==> src/rtl/mtm_alu_cmd_serializer_pkg.sv <==
// ---------------------------------------------------------------------------
// mtm_alu_pkg
// Shared types, frame constants and the CRC-4 helper for the MTM ALU command
// serializer. Imported by the interface, the frame transmitter and the top.
//   op_t        : ALU operation encoding
//   state_t     : sequencing FSM states of the serializer
//   crc4_calc() : CRC-4 (x^4+x+1, init 0, MSB first, no reflection/final XOR)
// ---------------------------------------------------------------------------
package mtm_alu_pkg;

    typedef enum logic [2:0] {
        OP_AND = 3'b000,
        OP_OR  = 3'b001,
        OP_ADD = 3'b100,
        OP_SUB = 3'b101
    } op_t;

    typedef enum logic [1:0] {
        ST_IDLE = 2'd0,
        ST_DATA = 2'd1,
        ST_CMD  = 2'd2,
        ST_GAP  = 2'd3
    } state_t;

    localparam logic [3:0] FRAME_LEN = 4'd11;
    localparam logic [3:0] N_DATA    = 4'd8;
    localparam logic       TYPE_DATA = 1'b0;
    localparam logic       TYPE_CMD  = 1'b1;
    localparam logic [2:0] BAD_OP    = 3'b010;

    // Bit-serial CRC-4 over the 68-bit message {B, A, 1'b1, op}, MSB first.
    function automatic logic [3:0] crc4_calc(input logic [67:0] data);
        logic [3:0] crc;
        logic       fb;
        crc = 4'h0;
        for (int i = 67; i >= 0; i--) begin
            fb  = crc[3] ^ data[i];
            crc = {crc[2:0], 1'b0} ^ (fb ? 4'h3 : 4'h0);
        end
        return crc;
    endfunction

endpackage

==> src/rtl/mtm_alu_cmd_serializer_if.sv <==
// ---------------------------------------------------------------------------
// mtm_alu_cmd_serializer_if
// Command handshake plus serial output bundle of the serializer.
//   cmd_valid / cmd_ready : command handshake
//   B, A, op, err_flags   : command contents (err_flags: [0] data-count,
//                           [1] CRC, [2] op)
//   sin                   : serial stream to the ALU, idle high
//   busy                  : frame transmission in progress
// master modport = command source, slave modport = serializer.
// ---------------------------------------------------------------------------
interface mtm_alu_cmd_serializer_if;
    import mtm_alu_pkg::*;

    logic        cmd_valid;
    logic        cmd_ready;
    logic [31:0] B;
    logic [31:0] A;
    op_t         op;
    logic [2:0]  err_flags;
    logic        sin;
    logic        busy;

    modport master (
        output cmd_valid, B, A, op, err_flags,
        input  cmd_ready, sin, busy
    );

    modport slave (
        input  cmd_valid, B, A, op, err_flags,
        output cmd_ready, sin, busy
    );

endinterface

==> src/rtl/mtm_alu_cmd_serializer_frame_tx.sv <==
// ---------------------------------------------------------------------------
// mtm_alu_frame_tx
// Loads {type, payload} and shifts out one 11-bit frame
// (start 0, type, payload[7:0] MSB first, stop 1), one bit per clock.
//   clk, rst_n   : clock, asynchronous active-low reset
//   load         : capture a new frame; its start bit appears on the next cycle
//   frame_type   : 0 data / 1 cmd
//   payload      : 8-bit frame payload
//   sin          : serial output, straight from the shift-register MSB flop
//   done         : high during the stop-bit cycle, so a new load lands
//                  back-to-back with no idle bit in between
// ---------------------------------------------------------------------------
module mtm_alu_frame_tx
    import mtm_alu_pkg::*;
(
    input  logic       clk,
    input  logic       rst_n,
    input  logic       load,
    input  logic       frame_type,
    input  logic [7:0] payload,
    output logic       sin,
    output logic       done
);

    localparam logic [3:0] LAST_BIT = FRAME_LEN - 4'd1;

    logic [10:0] shreg_r;
    logic [3:0]  bit_cnt_r;
    logic        active_r;

    // Frame shift register and bit counter; ones are shifted in so the line idles high.
    always_ff @(posedge clk or negedge rst_n) begin
        if (!rst_n) begin
            shreg_r   <= 11'h7FF;
            bit_cnt_r <= 4'd0;
            active_r  <= 1'b0;
        end else if (load) begin
            shreg_r   <= {1'b0, frame_type, payload, 1'b1};
            bit_cnt_r <= 4'd0;
            active_r  <= 1'b1;
        end else if (active_r) begin
            shreg_r <= {shreg_r[9:0], 1'b1};
            if (bit_cnt_r == LAST_BIT) begin
                bit_cnt_r <= 4'd0;
                active_r  <= 1'b0;
            end else begin
                bit_cnt_r <= bit_cnt_r + 4'd1;
            end
        end else begin
            shreg_r   <= 11'h7FF;
            bit_cnt_r <= 4'd0;
        end
    end

    assign sin  = shreg_r[10];
    assign done = active_r && (bit_cnt_r == LAST_BIT);

endmodule

==> src/rtl/mtm_alu_cmd_serializer.sv <==
// ---------------------------------------------------------------------------
// mtm_alu_cmd_serializer
// Serializes one ALU command as 8 data frames (B then A, MSB byte first) and
// one cmd frame {0, op, crc4}, followed by a 2-cycle high gap.
//   clk, rst_n : clock, asynchronous active-low reset (aborts a frame at once)
//   bus        : slave side of mtm_alu_cmd_serializer_if
//                (cmd_valid/cmd_ready handshake, B, A, op, err_flags, sin, busy)
// err_flags[0] drops the A[7:0] frame, [1] inverts the sent CRC,
// [2] substitutes BAD_OP for op (the CRC covers the substituted op).
// ---------------------------------------------------------------------------
module mtm_alu_cmd_serializer
    import mtm_alu_pkg::*;
(
    input logic                    clk,
    input logic                    rst_n,
    mtm_alu_cmd_serializer_if.slave bus
);

    localparam logic [2:0] LAST_FULL  = 3'(N_DATA - 4'd1);
    localparam logic [2:0] LAST_SHORT = 3'(N_DATA - 4'd2);

    state_t      state_r, state_s;
    logic [2:0]  frame_cnt_r, frame_cnt_s;
    logic        gap_cnt_r, gap_cnt_s;
    logic        cmd_ready_r, ready_s;
    logic        busy_r, busy_s;
    logic [63:0] data_r;
    logic [7:0]  cmd_payload_r;
    logic        omit_r;

    logic        accept_s;
    logic [2:0]  eff_op_s;
    logic [3:0]  crc_s;
    logic [2:0]  last_data_s;
    logic        tx_load_s;
    logic        tx_type_s;
    logic [7:0]  tx_payload_s;
    logic        tx_done_s;
    logic        tx_sin_s;

    assign accept_s    = bus.cmd_valid & cmd_ready_r;
    assign eff_op_s    = bus.err_flags[2] ? BAD_OP : 3'(bus.op);
    assign crc_s       = crc4_calc({bus.B, bus.A, 1'b1, eff_op_s}) ^ {4{bus.err_flags[1]}};
    assign last_data_s = omit_r ? LAST_SHORT : LAST_FULL;

    mtm_alu_frame_tx u_frame_tx (
        .clk        (clk),
        .rst_n      (rst_n),
        .load       (tx_load_s),
        .frame_type (tx_type_s),
        .payload    (tx_payload_s),
        .sin        (tx_sin_s),
        .done       (tx_done_s)
    );

    // Next-state, frame loading and registered-output targets of the sequencer.
    always_comb begin
        state_s      = state_r;
        frame_cnt_s  = frame_cnt_r;
        gap_cnt_s    = gap_cnt_r;
        tx_load_s    = 1'b0;
        tx_type_s    = TYPE_DATA;
        tx_payload_s = 8'h00;
        case (state_r)
            ST_IDLE: begin
                if (accept_s) begin
                    state_s      = ST_DATA;
                    frame_cnt_s  = 3'd0;
                    tx_load_s    = 1'b1;
                    tx_payload_s = bus.B[31:24];
                end else begin
                    state_s = ST_IDLE;
                end
            end
            ST_DATA: begin
                if (tx_done_s) begin
                    tx_load_s = 1'b1;
                    if (frame_cnt_r == last_data_s) begin
                        state_s      = ST_CMD;
                        frame_cnt_s  = 3'd0;
                        tx_type_s    = TYPE_CMD;
                        tx_payload_s = cmd_payload_r;
                    end else begin
                        frame_cnt_s  = frame_cnt_r + 3'd1;
                        tx_payload_s = data_r[63:56];
                    end
                end else begin
                    state_s = ST_DATA;
                end
            end
            ST_CMD: begin
                if (tx_done_s) begin
                    state_s   = ST_GAP;
                    gap_cnt_s = 1'b0;
                end else begin
                    state_s = ST_CMD;
                end
            end
            ST_GAP: begin
                // Ready is already up in the last gap cycle, so a waiting
                // command is taken on the edge that ends the gap.
                if (!gap_cnt_r) begin
                    gap_cnt_s = 1'b1;
                end else if (accept_s) begin
                    state_s      = ST_DATA;
                    gap_cnt_s    = 1'b0;
                    frame_cnt_s  = 3'd0;
                    tx_load_s    = 1'b1;
                    tx_payload_s = bus.B[31:24];
                end else begin
                    state_s   = ST_IDLE;
                    gap_cnt_s = 1'b0;
                end
            end
            default: begin
                state_s     = ST_IDLE;
                frame_cnt_s = 3'd0;
                gap_cnt_s   = 1'b0;
            end
        endcase
        ready_s = (state_s == ST_IDLE) || ((state_s == ST_GAP) && gap_cnt_s);
        busy_s  = (state_s != ST_IDLE);
    end

    // Sequencer state, counters and registered handshake/status outputs.
    always_ff @(posedge clk or negedge rst_n) begin
        if (!rst_n) begin
            state_r     <= ST_IDLE;
            frame_cnt_r <= 3'd0;
            gap_cnt_r   <= 1'b0;
            cmd_ready_r <= 1'b0;
            busy_r      <= 1'b0;
        end else begin
            state_r     <= state_s;
            frame_cnt_r <= frame_cnt_s;
            gap_cnt_r   <= gap_cnt_s;
            cmd_ready_r <= ready_s;
            busy_r      <= busy_s;
        end
    end

    // Command capture; the remaining data bytes shift up one byte per data frame.
    always_ff @(posedge clk or negedge rst_n) begin
        if (!rst_n) begin
            data_r        <= 64'h0;
            cmd_payload_r <= 8'h00;
            omit_r        <= 1'b0;
        end else if (accept_s) begin
            data_r        <= {bus.B[23:0], bus.A, 8'h00};
            cmd_payload_r <= {1'b0, eff_op_s, crc_s};
            omit_r        <= bus.err_flags[0];
        end else if (tx_load_s && (state_r == ST_DATA)) begin
            data_r <= {data_r[55:0], 8'h00};
        end else begin
            data_r <= data_r;
        end
    end

    assign bus.cmd_ready = cmd_ready_r;
    assign bus.busy      = busy_r;
    assign bus.sin       = tx_sin_s;

endmodule
==> src/flat_wrapper.sv <==
// flat-port wrapper written by rule: the top's interface ports become plain ports
module mtm_alu_cmd_serializer_flat import mtm_alu_pkg::*;
  (clk, rst_n, bus_cmd_valid, bus_B, bus_A, bus_op, bus_err_flags, bus_cmd_ready, bus_sin, bus_busy);
  mtm_alu_cmd_serializer_if bus_i ();
  input logic clk;
  input logic rst_n;
  input wire logic [$bits(bus_i.cmd_valid)-1:0] bus_cmd_valid;
  input wire logic [$bits(bus_i.B)-1:0] bus_B;
  input wire logic [$bits(bus_i.A)-1:0] bus_A;
  input wire logic [$bits(bus_i.op)-1:0] bus_op;
  input wire logic [$bits(bus_i.err_flags)-1:0] bus_err_flags;
  output wire logic [$bits(bus_i.cmd_ready)-1:0] bus_cmd_ready;
  output wire logic [$bits(bus_i.sin)-1:0] bus_sin;
  output wire logic [$bits(bus_i.busy)-1:0] bus_busy;
  assign bus_i.cmd_valid = bus_cmd_valid;
  assign bus_i.B = bus_B;
  assign bus_i.A = bus_A;
  assign bus_i.op = bus_op;
  assign bus_i.err_flags = bus_err_flags;
  assign bus_cmd_ready = bus_i.cmd_ready;
  assign bus_sin = bus_i.sin;
  assign bus_busy = bus_i.busy;
  mtm_alu_cmd_serializer u_core (.clk(clk), .rst_n(rst_n), .bus(bus_i));
endmodule
==> config.mk <==
export PLATFORM = sky130hd
export DESIGN_NAME = mtm_alu_cmd_serializer_flat
export DESIGN_NICKNAME = d
export VERILOG_FILES = /design/src/rtl/mtm_alu_cmd_serializer_pkg.sv /design/src/rtl/mtm_alu_cmd_serializer_if.sv /design/src/rtl/mtm_alu_cmd_serializer_frame_tx.sv /design/src/rtl/mtm_alu_cmd_serializer.sv /design/src/flat_wrapper.sv
export SDC_FILE = /design/constraint.sdc
export NUM_CORES = 1
export LEC_CHECK = 0
export ABC_AREA = 1
export BUFFER_PORTS_ARGS = -buffer_cell sky130_fd_sc_hd__buf_2
export CAP_MARGIN = 30
export CORE_UTILIZATION = 35
export DETAILED_ROUTE_END_ITERATION = 10
export SLEW_MARGIN = 10
export SYNTH_ARGS = -nofsm -noshare
export SYNTH_HDL_FRONTEND = slang
export SYNTH_SLANG_ARGS = --single-unit
==> constraint.sdc <==
create_clock -name clk -period 4.59 [get_ports clk]
set_input_delay 0.2295 -clock clk [delete_from_list [all_inputs] [get_ports clk]]
set_output_delay 0.2295 -clock clk [all_outputs]
set_load 0.03 [all_outputs]
* Word level (Yosys, flattened, before mapping)
Index checks and enable logic that the tools add are counted.
** Word-level totals
- Input bits :: 73
- Logic and storage cells :: 272
- Flip-flop bits (word level) :: 96
** Operators by class
- $add $sub $neg :: 2
- Reductions and logical operators :: 10
- Muxes and demuxes :: 106
- Bitwise operators :: 135
- Eq/ne operators :: 8
** Operators with widths (number)
- 4-bit bitwise XOR :: 68
- 2-bit two-way mux :: 71
- 64-bit two-way mux :: 2
- 1-bit bitwise XOR :: 65
- 8-bit two-way mux :: 4
- 8-bit case mux with 3 select lines :: 1
- 11-bit two-way mux :: 2
- 3-bit two-way mux :: 5
- 1-bit two-way mux :: 14
- 4-bit two-way mux :: 3
- 3-bit case mux with 3 select lines :: 1
- 2-bit case mux with 4 select lines :: 1
- 2-bit == test (second input constant) :: 3
- 4-bit by 1-bit adder with 4-bit output (second input constant) :: 1
- 4-bit == test (second input constant) :: 1
- 2-bit logical NOT :: 2
- 2-bit by 1-bit inequality test with 1-bit output (second input constant) :: 2
- 2-bit nonzero test :: 2
- 3-bit by 1-bit adder with 3-bit output (second input constant) :: 1
- 3-bit == test :: 1
- 1-bit logical AND :: 3
- 1-bit case mux with 3 select lines :: 1
- 3-bit AND reduction :: 1
- 3-bit nonzero test :: 1
- other kinds (5) :: 5

* Depth between registers and ports, before layout
- Word-level depth :: 201
- Mapped depth :: 66
- Depth with buffers taken out :: 66

* Hierarchy
A second synthesis with hierarchy kept.
** Second synthesis, totals
- Cell total of the unflattened synthesis :: 1038
- Area, all modules :: 6612.6 µm²
** Modules (own cells, without submodules)
- mtm_alu_cmd_serializer :: area an instance 5964.5 µm², cells each 972, instances 1
- mtm_alu_frame_tx :: area an instance 648.1 µm², cells each 66, instances 1

* Least setup slack after synthesis
OpenSTA, ideal clock, no wires.
- Kind :: input-to-reg
- Start point :: input bus_B[28]
- End point :: register u_core.cmd_payload_r[3]
- Arrival time :: 4453 ps
- Slack :: 20 ps
- Path buffers :: 0
- Cell stages on the path :: 56
- Data required time :: 4473 ps
- Setup time :: 117 ps
- Cell sequence :: inv_1 -> nand2_1 -> nand2_1 -> nand2_1 -> nand3_1 -> nand2_1 -> nand2_1 -> nand2_2 -> nand2_1 -> nand2_2 -> inv_1 -> nand2_1 -> nand2_2 -> nand2_2 -> nand2_4 -> nand2_1 -> nand3_1 -> nand3_1 -> [... 20 more ...] -> nand2_1 -> nand3_1 -> nand2_1 -> nand2_2 -> nand2_2 -> nand2_1 -> nand2_2 -> inv_2 -> nand2_4 -> nand2_4 -> nand2_2 -> nand2_1 -> nand2_1 -> nand2_2 -> xor2_2 -> or2_1 -> nand3_1 -> nand2_1
** Between the ends
- Longest elaborated chain between the ends :: 108
- Elaborated cells on any way between the ends :: 183
- Classes of those cells :: mux (59); bitwise (124)
** Ends and longest elaborated chain
- start, declared :: RTL line flat_wrapper.sv:8 : input wire logic [$bits(bus_i.B)-1:0] bus_B;
- 1-bit bitwise XOR (*) :: RTL line mtm_alu_cmd_serializer_pkg.sv:37 : fb = crc[3] ^ data[i];
- 2-bit two-way mux (*) :: RTL line mtm_alu_cmd_serializer_pkg.sv:38 : crc = {crc[2:0], 1'b0} ^ (fb ? 4'h3 : 4'h0);
- 4-bit bitwise XOR (*) (3 in series) :: RTL line mtm_alu_cmd_serializer_pkg.sv:38
- 1-bit bitwise XOR / 4-bit bitwise XOR (equally long branches) :: RTL line mtm_alu_cmd_serializer_pkg.sv:37, mtm_alu_cmd_serializer_pkg.sv:38
- 2-bit two-way mux / 1-bit bitwise XOR (equally long branches) :: RTL line mtm_alu_cmd_serializer_pkg.sv:38, mtm_alu_cmd_serializer_pkg.sv:37
- 4-bit bitwise XOR (*) (3 in series) :: RTL line mtm_alu_cmd_serializer_pkg.sv:38
- 1-bit bitwise XOR / 4-bit bitwise XOR (equally long branches) :: RTL line mtm_alu_cmd_serializer_pkg.sv:37, mtm_alu_cmd_serializer_pkg.sv:38
- 2-bit two-way mux, or another cell as far along :: RTL line mtm_alu_cmd_serializer_pkg.sv:38
- [... 80 more ...]
- 4-bit bitwise XOR (*) (4 in series) :: RTL line mtm_alu_cmd_serializer_pkg.sv:38
- 1-bit bitwise XOR / 4-bit bitwise XOR (equally long branches) :: RTL line mtm_alu_cmd_serializer_pkg.sv:37, mtm_alu_cmd_serializer_pkg.sv:38
- 2-bit two-way mux / 1-bit bitwise XOR (equally long branches) :: RTL line mtm_alu_cmd_serializer_pkg.sv:38, mtm_alu_cmd_serializer_pkg.sv:37
- 4-bit bitwise XOR (*) (4 in series) :: RTL line mtm_alu_cmd_serializer_pkg.sv:38
- 1-bit bitwise XOR :: RTL line mtm_alu_cmd_serializer_pkg.sv:37
- 2-bit two-way mux :: RTL line mtm_alu_cmd_serializer_pkg.sv:38
- 4-bit bitwise XOR (*) (3 in series) :: RTL line mtm_alu_cmd_serializer_pkg.sv:38
- 4-bit bitwise XOR (*) :: RTL line mtm_alu_cmd_serializer.sv:43 : assign crc_s = crc4_calc({bus.B, bus.A, 1'b1, eff_op_s}) ^ {4{bus.err_flags[1]}};
- end signal, assigned :: RTL line mtm_alu_cmd_serializer.sv:150 : cmd_payload_r <= {1'b0, eff_op_s, crc_s};
- end, declared :: RTL line mtm_alu_cmd_serializer.sv:28 : logic [7:0] cmd_payload_r;
Mark *: on every way between the ends. The rest lies on a longest branch, timed or not.
A chain may end at the register's enable or synchronous reset.

* Final worst setup path
- Start point :: input bus_B[29]
- End point :: register u_core.cmd_payload_r[3]
** Between the ends
- Longest elaborated chain between the ends :: 111
- Elaborated cells on any way between the ends :: 186
- Classes of those cells :: mux (60); bitwise (126)
** Ends and longest elaborated chain (RTL line)
- 1-bit bitwise XOR (*) :: mtm_alu_cmd_serializer_pkg.sv:37
- 2-bit two-way mux (*) :: mtm_alu_cmd_serializer_pkg.sv:38
- 4-bit bitwise XOR (*) (3 in series) :: mtm_alu_cmd_serializer_pkg.sv:38
- 1-bit bitwise XOR :: mtm_alu_cmd_serializer_pkg.sv:37
- 2-bit two-way mux :: mtm_alu_cmd_serializer_pkg.sv:38
- 4-bit bitwise XOR (*) (3 in series) :: mtm_alu_cmd_serializer_pkg.sv:38
- 1-bit bitwise XOR :: mtm_alu_cmd_serializer_pkg.sv:37
- 2-bit two-way mux :: mtm_alu_cmd_serializer_pkg.sv:38
- [... 85 more ...]
- 4-bit bitwise XOR (*) (3 in series) :: mtm_alu_cmd_serializer_pkg.sv:38
- 1-bit bitwise XOR :: mtm_alu_cmd_serializer_pkg.sv:37
- 2-bit two-way mux :: mtm_alu_cmd_serializer_pkg.sv:38
- 4-bit bitwise XOR (*) (3 in series) :: mtm_alu_cmd_serializer_pkg.sv:38
- 1-bit bitwise XOR :: mtm_alu_cmd_serializer_pkg.sv:37
- 2-bit two-way mux :: mtm_alu_cmd_serializer_pkg.sv:38
- 4-bit bitwise XOR (*) (3 in series) :: mtm_alu_cmd_serializer_pkg.sv:38
- 4-bit bitwise XOR (*) :: mtm_alu_cmd_serializer.sv:43
Marked as above.

==> results.cfg <==
[placed_design]
dp_hpwl_mm = 13.86
routabilityCongestion = 0.8489
placedCellCount = 1348
io_buffers = 75

[layout]
finalNonFillerCells = 1376
drive_gt1_share_pct = 44.08
synthToLayoutAreaGrowth_pct = 40.36
finalNetCount = 1212

[sta]
hold_violations = 0
fin_crit_sh_pct = 114.4
finalWorstSetupSlack_ns = -0.6617
finalClockSkew_ns = 0.009901
worst_slew_pin_slew_ns = 0.8034
setup_violations = 4
max_freq_mhz = 190.4
layout_min_cycle_time_ns = 5.252
slew_headroom_pct = 46.44
finalMaxSlewViolations = 0
rsz0062_at_grt = true
hold_ws_ns = 0.08921
tns_ns = -2.503

[synthesis]
synth_xor_area_share_pct = 2.173
synth.area.mux_share_pct = 0.1486
synth_compound_area_share_pct = 8.395
yosysTopAreaCell = dfrtp_1
syn-mean-instance-area_sq_um = 6.490
synth_warnings = 0
synthAdderAreaFrac_pct = 0.5572
syn_inst = 1038
synthesis.area_sq_um = 6736
ys_seq_area_share_pct = 32.50
ys_ff_latch = 87
synth_top_area_share_pct = 28.60
synth_area_leaders = dfrtp_1 29%, nand2_1 19%, nand3_1 12%, nand2_2 7.6%, inv_1 5.1%
yosysUniqueCellTypes = 32
synth_top_family_by_area = simple AND/OR/NAND/NOR gates
yosys.area_share.simple_pct = 48.35
synth_fp_nets = 1114

[critical_path]
critPathCaptureType = flop
slowest_stage = or2_1
max_stage_delay_ns = 0.22
reg2reg_slack_ns = 1.25
crit_path_start_kind = input port
worstSetupPathType = input port to flop
path_max_fanout = 5
arrival_ns = 5.47
cp_common_cell = nand2_4
required_ns = 4.81

[clocking]
clkLatencyLatePin_ns = 0.34
clockRootBuffer = clkbuf_16
numCtsBuffers = 9
cts_max_level = 3
cts_tree = built
clockBufferDepth = 2
cts_sinks = 87
clk_pin_slew_worst_paths_ns = 0.06

[routing]
dr.first_iter.drc_count = 317
wl_per_cell_microns = 14.31
via_per_inst = 5.074
drcViolationCount = 0
drt_pass1_iterations = 4
num_vias = 6982
postRouteAntennaNets = 0
routed_wl_mm = 19.70

[die]
dieArea_sq_um = 19810
die_h_microns = 140.7
core_area_sq_um = 18770
die_w_microns = 140.7
rows = 50
initial_core_util_pct = 35.89
io_pins = 76

[grt]
grt_pass1_wl_mm = 30.56
grt_pass1_vias = 6578
antenna_found_initial = 2
overflow = 0
grt_max_degree = 87
grt_use_total_pct = 19.11

[status]
outcome = complete, but fails checks
violations = negative setup slack

[hold_path]
min_path_type = input port to flop

[flow_run]
maxCapViolations = 0
-- critical path: cells and delay by family --
| kind | cells | cell delay [ns] |
|---|---|---|
| xor gates and xnor gates | 1 | 0.20 |
| buffers and inverters | 8 | 0.67 |
| and+or+nand+nor | 50 | 4.32 |
-- cell usage in the layout, fill, tap and decap left out, types with 3 or more instances in the layout --
cell type,Yosys,final
nor2_1,70,63
a21oi_1,6,6
xnor2_1,5,3
nand2_1,344,211
dfstp_2,10,10
clkbuf_16,0,9
buf_4,0,38
nand3_2,14,59
ha_1,3,3
buf_6,0,6
o221ai_1,8,8
nor2_2,3,8
nand3_4,0,26
o211ai_1,9,9
nand3_1,158,87
nand2_2,82,132
dfrtp_1,77,77
xor2_1,8,7
nand2_8,0,6
a31oi_1,34,34
inv_1,92,76
o21ai_0,36,36
inv_4,0,7
nand2_4,14,91
nand3b_1,7,7
inv_2,21,27
buf_2,1,65
-- flip-flops by register name, summed over array words and instances (netlist names), 2 cells and up --
signal / cells
u_core.cmd_payload_r: 7
u_core.data_r: 56
u_core.frame_cnt_r: 3
u_core.state_r: 2
u_core.u_frame_tx.bit_cnt_r: 4
u_core.u_frame_tx.shreg_r: 10
-- final timing paths --
kind,from,to,depth (start not counted)
setup / recovery,bus_B[29],u_core.cmd_payload_r[3],59
hold / removal,bus_err_flags[0],u_core.omit_r,3
setup reg to reg,u_core.u_frame_tx.bit_cnt_r[0],u_core.data_r[63],13
hold reg to reg,u_core.u_frame_tx.bit_cnt_r[0],u_core.u_frame_tx.bit_cnt_r[0],1
max in group asynchronous,rst_n,u_core.data_r[27],3
min in group asynchronous,rst_n,u_core.state_r[0],2
-- timing repair --
item | in CTS | in global routing
pin swaps | 91 | 95
hold endpoints to repair | 36 | 0
gates cloned | 0 | 0
hold buffers | 1 | 0
setup buffers | 6 | 4
endpoints found under the setup margin | 4 | 4
gates resized for setup | 183 | 196
-- stage by stage --
step | cell area [sq um] | setup slack, ns | util, %
2_1_floorplan | 6736 | 0.01958 | -
3_3_place_gp | 7516 | -0.8239 | 40.05
3_5_place_dp | 7516 | -0.8900 | 40.05
4_1_cts | 8537 | -0.4043 | 45.49
5_1_grt | 9455 | -1.029 | 50.38
6_report | 9455 | -0.6617 | 50.38
-- layer usage --
metal / share of wire, % / vias up / global-route usage, %
li1: - / 3552 / -
met1: 43 / 3283 / 23.80
met2: 52 / 121 / 34.59
met3: 2.9 / 24 / 2.582
met4: 1.9 / 2 / 4.863
met5: 0.066 / - / 0
-- layout make-up --
cell class,instances,area [sq um]
fill,1818,9313
multi-input combinational,810,5440
sequential,87,2190
timing repair buffer,113,738.2
inverter,115,466.7
tap,234,292.8
clock buffer,11,242.7
clock inverter,5,82.58
antenna,1,2.502
-- cell usage after synthesis --
| master | count |
|---|---|
| a21oi_1 | 6 |
| nand2_1 | 344 |
| buf_2 | 1 |
| nand3_1 | 158 |
| nand3_2 | 14 |
| clkbuf_1 | 23 |
| nor2_1 | 70 |
| ha_1 | 3 |
| xor2_1 | 8 |
| xnor2_2 | 1 |
| dfstp_2 | 10 |
| a31oi_1 | 34 |
| o211ai_1 | 9 |
| nand4_1 | 2 |
| nand2_2 | 82 |
| o21ai_1 | 1 |
| inv_1 | 92 |
| or2_1 | 1 |
| nor4_1 | 1 |
| mux2i_1 | 1 |
| nand2_4 | 14 |
| nor2_2 | 3 |
| o21ai_0 | 36 |
| nand3b_1 | 7 |
| dfrtp_1 | 77 |
| inv_2 | 21 |
| o221ai_1 | 8 |
| buf_1 | 2 |
| clkinv_1 | 2 |
| nor3_1 | 1 |
| xnor2_1 | 5 |
| xor2_2 | 1 |
-- logic make-up (layout without fill, tap and decap cells) --
kind of cell             Yosys count  after routing
flip-flops                        87             87
AO/OA/AOI/OAI                     94             94
AND/OR/NAND/NOR                  697            697
buffers and inverters            141            244
adder cells (fa/ha/maj)            3              3
XOR/XNOR                          15             15
multiplexers                       1              1
other                              0              1
Power is not shown: default switching activity piles up to over one toggle a cycle in this logic, so the estimate is an artifact.
